==> config.mk <==
export PLATFORM = sky130hd
export DESIGN_NAME = sa_cache_miss_ctrl
export DESIGN_NICKNAME = d
export VERILOG_FILES = /design/src/rtl/sa_cache_pkg.sv /design/src/rtl/sa_cache_req_timer.sv /design/src/rtl/sa_cache_miss_ctrl.sv
export SDC_FILE = /design/constraint.sdc
export NUM_CORES = 1
export LEC_CHECK = 0
export CAP_MARGIN = 25
export CELL_PAD_IN_SITES_DETAIL_PLACEMENT = 1
export CELL_PAD_IN_SITES_GLOBAL_PLACEMENT = 1
export CORE_ASPECT_RATIO = 1.75
export CORE_UTILIZATION = 30
export DETAILED_ROUTE_END_ITERATION = 8
export PLACE_DENSITY_LB_ADDON = 0.1
export SYNTH_ARGS = -nofsm -noshare
export SYNTH_HDL_FRONTEND = slang
export SYNTH_SLANG_ARGS = --single-unit
==> constraint.sdc <==
create_clock -name clk -period 3.9 [get_ports clk]
set_input_delay 0.585 -clock clk [delete_from_list [all_inputs] [get_ports clk]]
set_output_delay 0.585 -clock clk [all_outputs]
set_load 0.02 [all_outputs]
==> src/rtl/sa_cache_pkg.sv <==
// Shared cache definitions: address split, miss-controller states
// and a saturating statistics increment.
package sa_cache_pkg;

  localparam int TAG_W = 18;
  localparam int IDX_W = 8;
  localparam int OFF_W = 6;
  localparam int ADDR_W_DEF = TAG_W + IDX_W + OFF_W;

  typedef enum logic [2:0] {
    IDLE,
    WRITEBACK,
    REFILL,
    RESPOND,
    ERROR
  } state_t;

  function automatic logic [15:0] sat_inc(
    input logic [15:0] v
  );
    return (v == 16'hFFFF) ? v : v + 16'd1;
  endfunction

endpackage

==> src/rtl/sa_cache_req_timer.sv <==
// Memory request wait timer; flags the cycle in which the
// TIMEOUT-th consecutive un-acked request cycle occurs.
module sa_cache_req_timer #(
  parameter int TIMEOUT = 255
) (
  input  logic clk,
  input  logic rst,
  input  logic clear,
  input  logic count,
  output logic expired
);

  localparam int CW = $clog2(TIMEOUT + 1);

  logic [CW-1:0] cnt;

  always_ff @(posedge clk or negedge rst) begin
    if (!rst) begin
      cnt <= '0;
    end else if (clear) begin
      cnt <= '0;
    end else if (count) begin
      cnt <= cnt + CW'(1);
    end
  end

  assign expired = count && (cnt == CW'(TIMEOUT - 1));

endmodule

==> src/rtl/sa_cache_miss_ctrl.sv <==
// Cache miss controller: optional dirty-victim writeback, line
// refill, single-cycle response, request timeout and statistics.
module sa_cache_miss_ctrl
  import sa_cache_pkg::*;
#(
  parameter int ADDR_W  = ADDR_W_DEF,
  parameter int DATA_W  = 32,
  parameter int TIMEOUT = 255
) (
  input  logic              clk,
  input  logic              rst,
  input  logic              i_cache_miss,
  input  logic [ADDR_W-1:0] i_miss_addr,
  input  logic              i_evict,
  input  logic [ADDR_W-1:0] i_evict_addr,
  input  logic [DATA_W-1:0] i_evict_data,
  output logic [DATA_W-1:0] o_memory_line,
  output logic              o_memory_response,
  output logic              o_mem_req,
  output logic              o_mem_we,
  output logic [ADDR_W-1:0] o_mem_addr,
  output logic [DATA_W-1:0] o_mem_wdata,
  input  logic              i_mem_ack,
  input  logic [DATA_W-1:0] i_mem_rdata,
  output logic              o_busy,
  output logic              o_error,
  output logic [15:0]       o_miss_cnt,
  output logic [15:0]       o_wb_cnt
);

  localparam int LINE_W = ADDR_W - OFF_W;

  state_t              state;
  state_t              state_n;
  logic                armed;
  logic [LINE_W-1:0]   m_line;
  logic [ADDR_W-1:0]   ev_addr;
  logic [DATA_W-1:0]   ev_data;
  logic                accept;
  logic                wb_ack;
  logic                rf_ack;
  logic                t_clear;
  logic                t_count;
  logic                t_expired;

  assign accept = (state == IDLE) && i_cache_miss && armed;
  assign wb_ack = (state == WRITEBACK) && i_mem_ack;
  assign rf_ack = (state == REFILL) && i_mem_ack;

  assign t_clear = (state == IDLE) || wb_ack;
  assign t_count = o_mem_req && !i_mem_ack;

  sa_cache_req_timer #(
    .TIMEOUT(TIMEOUT)
  ) u_timer (
    .clk    (clk),
    .rst    (rst),
    .clear  (t_clear),
    .count  (t_count),
    .expired(t_expired)
  );

  always_comb begin
    state_n     = state;
    o_mem_req   = 1'b0;
    o_mem_we    = 1'b0;
    o_mem_addr  = '0;
    o_mem_wdata = '0;
    unique case (state)
      IDLE: begin
        if (accept) begin
          state_n = i_evict ? WRITEBACK : REFILL;
        end
      end
      WRITEBACK: begin
        o_mem_req   = 1'b1;
        o_mem_we    = 1'b1;
        o_mem_addr  = ev_addr;
        o_mem_wdata = ev_data;
        if (i_mem_ack) begin
          state_n = REFILL;
        end else if (t_expired) begin
          state_n = ERROR;
        end
      end
      REFILL: begin
        o_mem_req  = 1'b1;
        o_mem_addr = {m_line, {OFF_W{1'b0}}};
        if (i_mem_ack) begin
          state_n = RESPOND;
        end else if (t_expired) begin
          state_n = ERROR;
        end
      end
      RESPOND: state_n = IDLE;
      ERROR:   state_n = ERROR;
      default: state_n = IDLE;
    endcase
  end

  always_ff @(posedge clk or negedge rst) begin
    if (!rst) begin
      state             <= IDLE;
      armed             <= 1'b1;
      m_line            <= '0;
      ev_addr           <= '0;
      ev_data           <= '0;
      o_memory_line     <= '0;
      o_memory_response <= 1'b0;
      o_busy            <= 1'b0;
      o_error           <= 1'b0;
      o_miss_cnt        <= '0;
      o_wb_cnt          <= '0;
    end else begin
      state             <= state_n;
      o_memory_response <= (state_n == RESPOND);
      o_busy            <= (state_n != IDLE);
      o_error           <= (state_n == ERROR);
      // re-arm only once the miss line has been seen low
      if (!i_cache_miss) begin
        armed <= 1'b1;
      end else if (accept) begin
        armed <= 1'b0;
      end
      if (accept) begin
        m_line  <= i_miss_addr[ADDR_W-1:OFF_W];
        ev_addr <= i_evict_addr;
        ev_data <= i_evict_data;
      end
      if (rf_ack) begin
        o_memory_line <= i_mem_rdata;
        o_miss_cnt    <= sat_inc(o_miss_cnt);
      end
      if (wb_ack) begin
        o_wb_cnt <= sat_inc(o_wb_cnt);
      end
    end
  end

endmodule

-- Word level (Yosys, flattened, before mapping)
Cells that the tools add are included.
- add/subtract/negate cells: 3
- mux-type cells: 14
- bitwise logic cells: 2
- reductions and logical operators: 14
- equality and inequality tests: 9
- operator list (cell ; number):
    one-hot mux 32 bit (2 select lines) ; 1
    adder 16 x 1 -> 16 bit (second input constant) ; 2
    == test 16 bit (second input constant) ; 2
    2-to-1 mux 32 bit ; 1
    2-to-1 mux 8 bit ; 2
    2-to-1 mux 3 bit ; 4
    one-hot mux 3 bit (4 select lines) ; 1
    adder 8 x 1 -> 8 bit (second input constant) ; 1
    == test 8 bit (second input constant) ; 1
    == test 3 x 2 -> 1 bit (second input constant) ; 2
    == test 3 bit (second input constant) ; 2
    logical AND 1 bit ; 6
    2-to-1 mux 1 bit ; 4
    AND reduction 2 bit ; 2
    == test 3 x 1 -> 1 bit (second input constant) ; 1
    logical NOT 3 bit ; 1
    nonzero test 3 bit ; 1
    2-to-1 mux 2 bit ; 1
    inequality test 2 x 1 -> 1 bit (second input constant) ; 1
    inverter 1 bit ; 2
    nonzero test 2 bit ; 1
    OR reduction 2 bit ; 1
    logical NOT 1 bit ; 1
    logical OR 1 bit ; 1
- output and inout bits: 133
- logic and storage cells: 54
- flip-flop bits (word level): 169

-- Depth between registers and ports, before layout
- depth in word-level cells: 9
- gate-level depth with buffers: 8
- gate-level depth less buffers: 7

-- By module
A second synthesis with hierarchy kept.
- cells, all modules: 740
- area, all modules: 7363.3 um^2
- by module, submodules not included (module ; area an instance (um^2) ; times used ; sequential area each (um^2) ; cells an instance):
    sa_cache_miss_ctrl ; 6951.7 ; 1 ; 4030.1 ; 699
    sa_cache_req_timer ; 411.6 ; 1 ; 200.2 ; 41

-- Least setup slack after synthesis
No wires, ideal clock.
- path type: flip-flop to output port
- from: register state[1]
- to: output o_mem_addr[10]
- arrival: 1.669 ns
- data required time: 3.315 ns
- cell stages (with the launch flop): 8
- path slack: 1.646 ns
- cell sequence: dfrtp_1 clkbuf_2 nor2_1 nand2_1 inv_1 clkbuf_1 buf_1 a22o_1
- word-level cells in the longest chain between the ends: 2
- RTL lines (what ; line ; source):
    start: declaration ; sa_cache_miss_ctrl.sv:33 ; state_t state;
    start signal: assignment ; sa_cache_miss_ctrl.sv:115 ; state <= state_n;
    == test 3 x 2 -> 1 bit / == test 3 x 1 -> 1 bit (equally long branches) ; sa_cache_miss_ctrl.sv:69 ; unique case (state)
    one-hot mux 32 bit (2 select lines) (*) ; sa_cache_miss_ctrl.sv:69 ;
    end: declaration ; sa_cache_miss_ctrl.sv:21 ; output logic [ADDR_W-1:0] o_mem_addr,
Mark *: on every way between the ends. The rest lies on a longest branch, timed or not.

-- Worst setup path after layout
- from: register state[2]
- to: output o_mem_wdata[27]
- word-level cells in the longest chain between the ends: 2
- RTL lines (what ; line ; source):
    == test 3 x 1 -> 1 bit ; sa_cache_miss_ctrl.sv:69 ;
    2-to-1 mux 32 bit ; sa_cache_miss_ctrl.sv:69 ;
    end: declaration ; sa_cache_miss_ctrl.sv:22 ; output logic [DATA_W-1:0] o_mem_wdata,
Every way passes these cells.

==> flow_summary.json <==
{
  "endpoint": "o_mem_wdata[27]",
  "seq_power_share_pct": 36.2,
  "rsz0062_at_grt": "no",
  "fin_nets": 1121,
  "vias": 6048,
  "postLayoutCellArea_um2": 10900,
  "clock-sinks": 169,
  "synth_top_area_share_pct": 57.8,
  "synth-seq-area-share_pct": 58.1,
  "rows": 75,
  "p_switching_w": 0.00274,
  "combPwrFrac_pct": 40.4,
  "powerDensity_nw_per_um2": 717,
  "critPathMaxFanout": 62,
  "cts_setup_buffers": 0,
  "drv_slew": 0,
  "routed_via_density": 4.63,
  "areaGrowthSynthToFinish_pct": 49.5,
  "wl_per_cell_um": 16.8,
  "synthArstFlopShare_pct": 100,
  "whs_ps": 152,
  "synth_mux_area_share_pct": 5.40,
  "synthesis.nets": 873,
  "die_y_um": 208,
  "swShare_pct": 35.1,
  "layout-drive-gt1-share_pct": 8.32,
  "route.detailed.drc": 0,
  "grt_pass1_wl_mm": 35.4,
  "yosys.area_share.simple_pct": 24.2,
  "grt.total_usage_pct": 18.4,
  "worst_pin_slew_ps": 712,
  "cell_internal_pwr_w": 0.00506,
  "reg2reg_slack_ps": 1440,
  "synth_adder_area_share_pct": 0.688,
  "grt_max_degree": 93,
  "cts_tree": "yes",
  "crit_path_start_kind": "register",
  "synth_common_cells": "nand2_1 (284), dfrtp_1 (168), and2_1 (39), mux2_2 (34)",
  "rr_endpoint": "o_wb_cnt[10]",
  "skew_ps": 9.18,
  "fin_ws_ps": 658,
  "die_w_um": 120,
  "yosysMostFrequentCell": "nand2_1",
  "dp_worst_setup_slack_ps": 1080,
  "clock_path_buffers": 2,
  "synth.distinct_cells": 41,
  "period_needed_ps": 3240,
  "grt_pass1_vias": 6442,
  "antenna_found_initial": 1,
  "gp_congestion": 0.707,
  "startpoint": "state[2]",
  "clock.fmax_ghz": 0.308,
  "dp_hpwl_mm": 15.2,
  "fin_crit_sh_pct": 83.1,
  "io_buffers": 259,
  "reg2reg_from": "state[2]",
  "finalHoldViolations": 0,
  "wirelength_mm": 21.9,
  "yosysWarnings": 0,
  "p_leak_nw": 4.95,
  "cp_data_arrival_time_ps": 2660,
  "top_level_ports": 266,
  "clock_latency_ps": 430,
  "core_area_um2": 23900,
  "synth_enable_flop_cells": 0,
  "placed_cells": 1272,
  "cts_buffers": 17,
  "start_util_pct": 30.4,
  "worstPathRequired_ps": 3310,
  "setup_viol": 0,
  "fin_tns_setup_ps": 0,
  "ir_drop_mv": 0.274,
  "netlist_area_um2": 7280,
  "fillerInstances": 2689,
  "worst_r2r_path_depth": 8,
  "finalNonFillerCells": 1306,
  "firstDrtPassIters": 4,
  "hold_buffers": 0,
  "cts.repair.resized": 0,
  "syn_area_per_cell_um2": 9.89,
  "postSynthCellCount": 736,
  "yosys.area.top_type": "dfrtp_1",
  "ant_nets": 0,
  "cap_viol_max_count": 0,
  "critPathKind": "reg -> out",
  "relSlewSlack_pct": 52.6,
  "synth_xor_xnor_area_share_pct": 4.21,
  "synth_compound_area_share_pct": 4.64,
  "placed_area_um2": 10200,
  "ys.flop_type": "dfrtp_1",
  "grt-ovfl-total": 0,
  "ys_ff_latch": 169,
  "root_buffer": "clkbuf_16",
  "ys_top_cells_by_area": "dfrtp_1 (58%), nand2_1 (15%), mux2_2 (5.3%)",
  "dr.first_iter.drc_count": 214,
  "cp-end-kind": "output port",
  "clk_pin_slew_worst_paths_ps": 60,
  "hold_class": "in -> async",
  "h-tree-depth": 4,
  "pwr-share-clk_pct": 23.4,
  "die-area_um2": 24900,
  "outcome": "finished clean",
  "synth_top_family_by_area": "simple AND/OR/NAND/NOR gates"
}
## flip-flops by register name (all words and copies together) (netlist names), 3 cells and up
register,flops
u_timer.cnt,8
m_line,26
ev_addr,32
state,3
o_miss_cnt,16
o_memory_line,32
o_wb_cnt,16
ev_data,32
## how the worst min path moves through the flow
stage | from | end | slack [ps] | cells after the start
after floorplan | rst | ev_addr[0] | 290 | 0
after global placement | ev_addr[3] | ev_addr[3] | 450 | 2
after detailed placement | ev_data[30] | ev_data[30] | 450 | 2
after CTS | rst | o_memory_line[19] | 180 | 1
after global routing | rst | o_memory_line[19] | 200 | 1
final | rst | o_memory_line[19] | 150 | 1
## routing by layer
layer | GRT usage (%) | share of wire (%) | vias up
met5 | 0 | 0 | -
met4 | 6.77 | 2.2 | 0
met3 | 6.03 | 7.3 | 26
met2 | 32.2 | 52 | 189
met1 | 20.7 | 38 | 2953
li1 | - | - | 2880
## power groups by stage
stage / Sequential, W / Clock [W] / Combinational, W
after floorplan: 0.00303 / 0 / 0.00150
after global placement: 0.00283 / 0 / 0.00316
after detailed placement: 0.00287 / 0 / 0.00319
after CTS: 0.00283 / 0.00188 / 0.00321
after global routing: 0.00293 / 0.00196 / 0.00347
final: 0.00283 / 0.00182 / 0.00315
## per-stage QoR
step	utilization (%)	power, W
3_5_place_dp	42.7	0.00606
5_1_grt	45.5	0.00836
4_1_cts	45.3	0.00793
6_report	45.5	0.00780
3_3_place_gp	42.7	0.00599
2_1_floorplan	-	0.00453
## layout make-up
type,instances,area [µm²],area share (%)
flip-flops and latches,169,4230,38.9
multi-input cells,519,2880,26.5
repair buffers,267,2710,24.9
clock buffers,25,495,4.55
well taps,308,385,3.54
clock inverters,7,138,1.27
inverters,10,37.5,0.345
diodes,1,2.50,0.0230
## worst max-delay path, cell delays in order, from the launching register on
cell	delay [ps]
dfrtp_1	510
nor2_1	170
nand2_1	120
inv_2	210
buf_12	310
and2_1	250
clkdlybuf4s50_1	630
## logic make-up (layout without fill, tap and decap cells)
group / Yosys count / in the layout
buffers and inverters: 48 / 309
XOR/XNOR: 35 / 35
flip-flops: 169 / 169
other: 0 / 1
AO/OA/AOI/OAI: 42 / 42
AND/OR/NAND/NOR: 403 / 403
adder cells (fa/ha/maj): 4 / 4
multiplexers: 35 / 35
## layout by cell type (no fill, tap or decap), types with 14 or more instances in the layout
cell and n:
nand2_1 284, clkdlybuf4s50_1 258, dfrtp_1 168, and2_1 39, mux2_2 34, a22o_1 28, nor2_1 23, xnor2_1 21
clkbuf_16 17, nand4_1 16, xor2_1 14
Power figures use the tool's default switching activity.
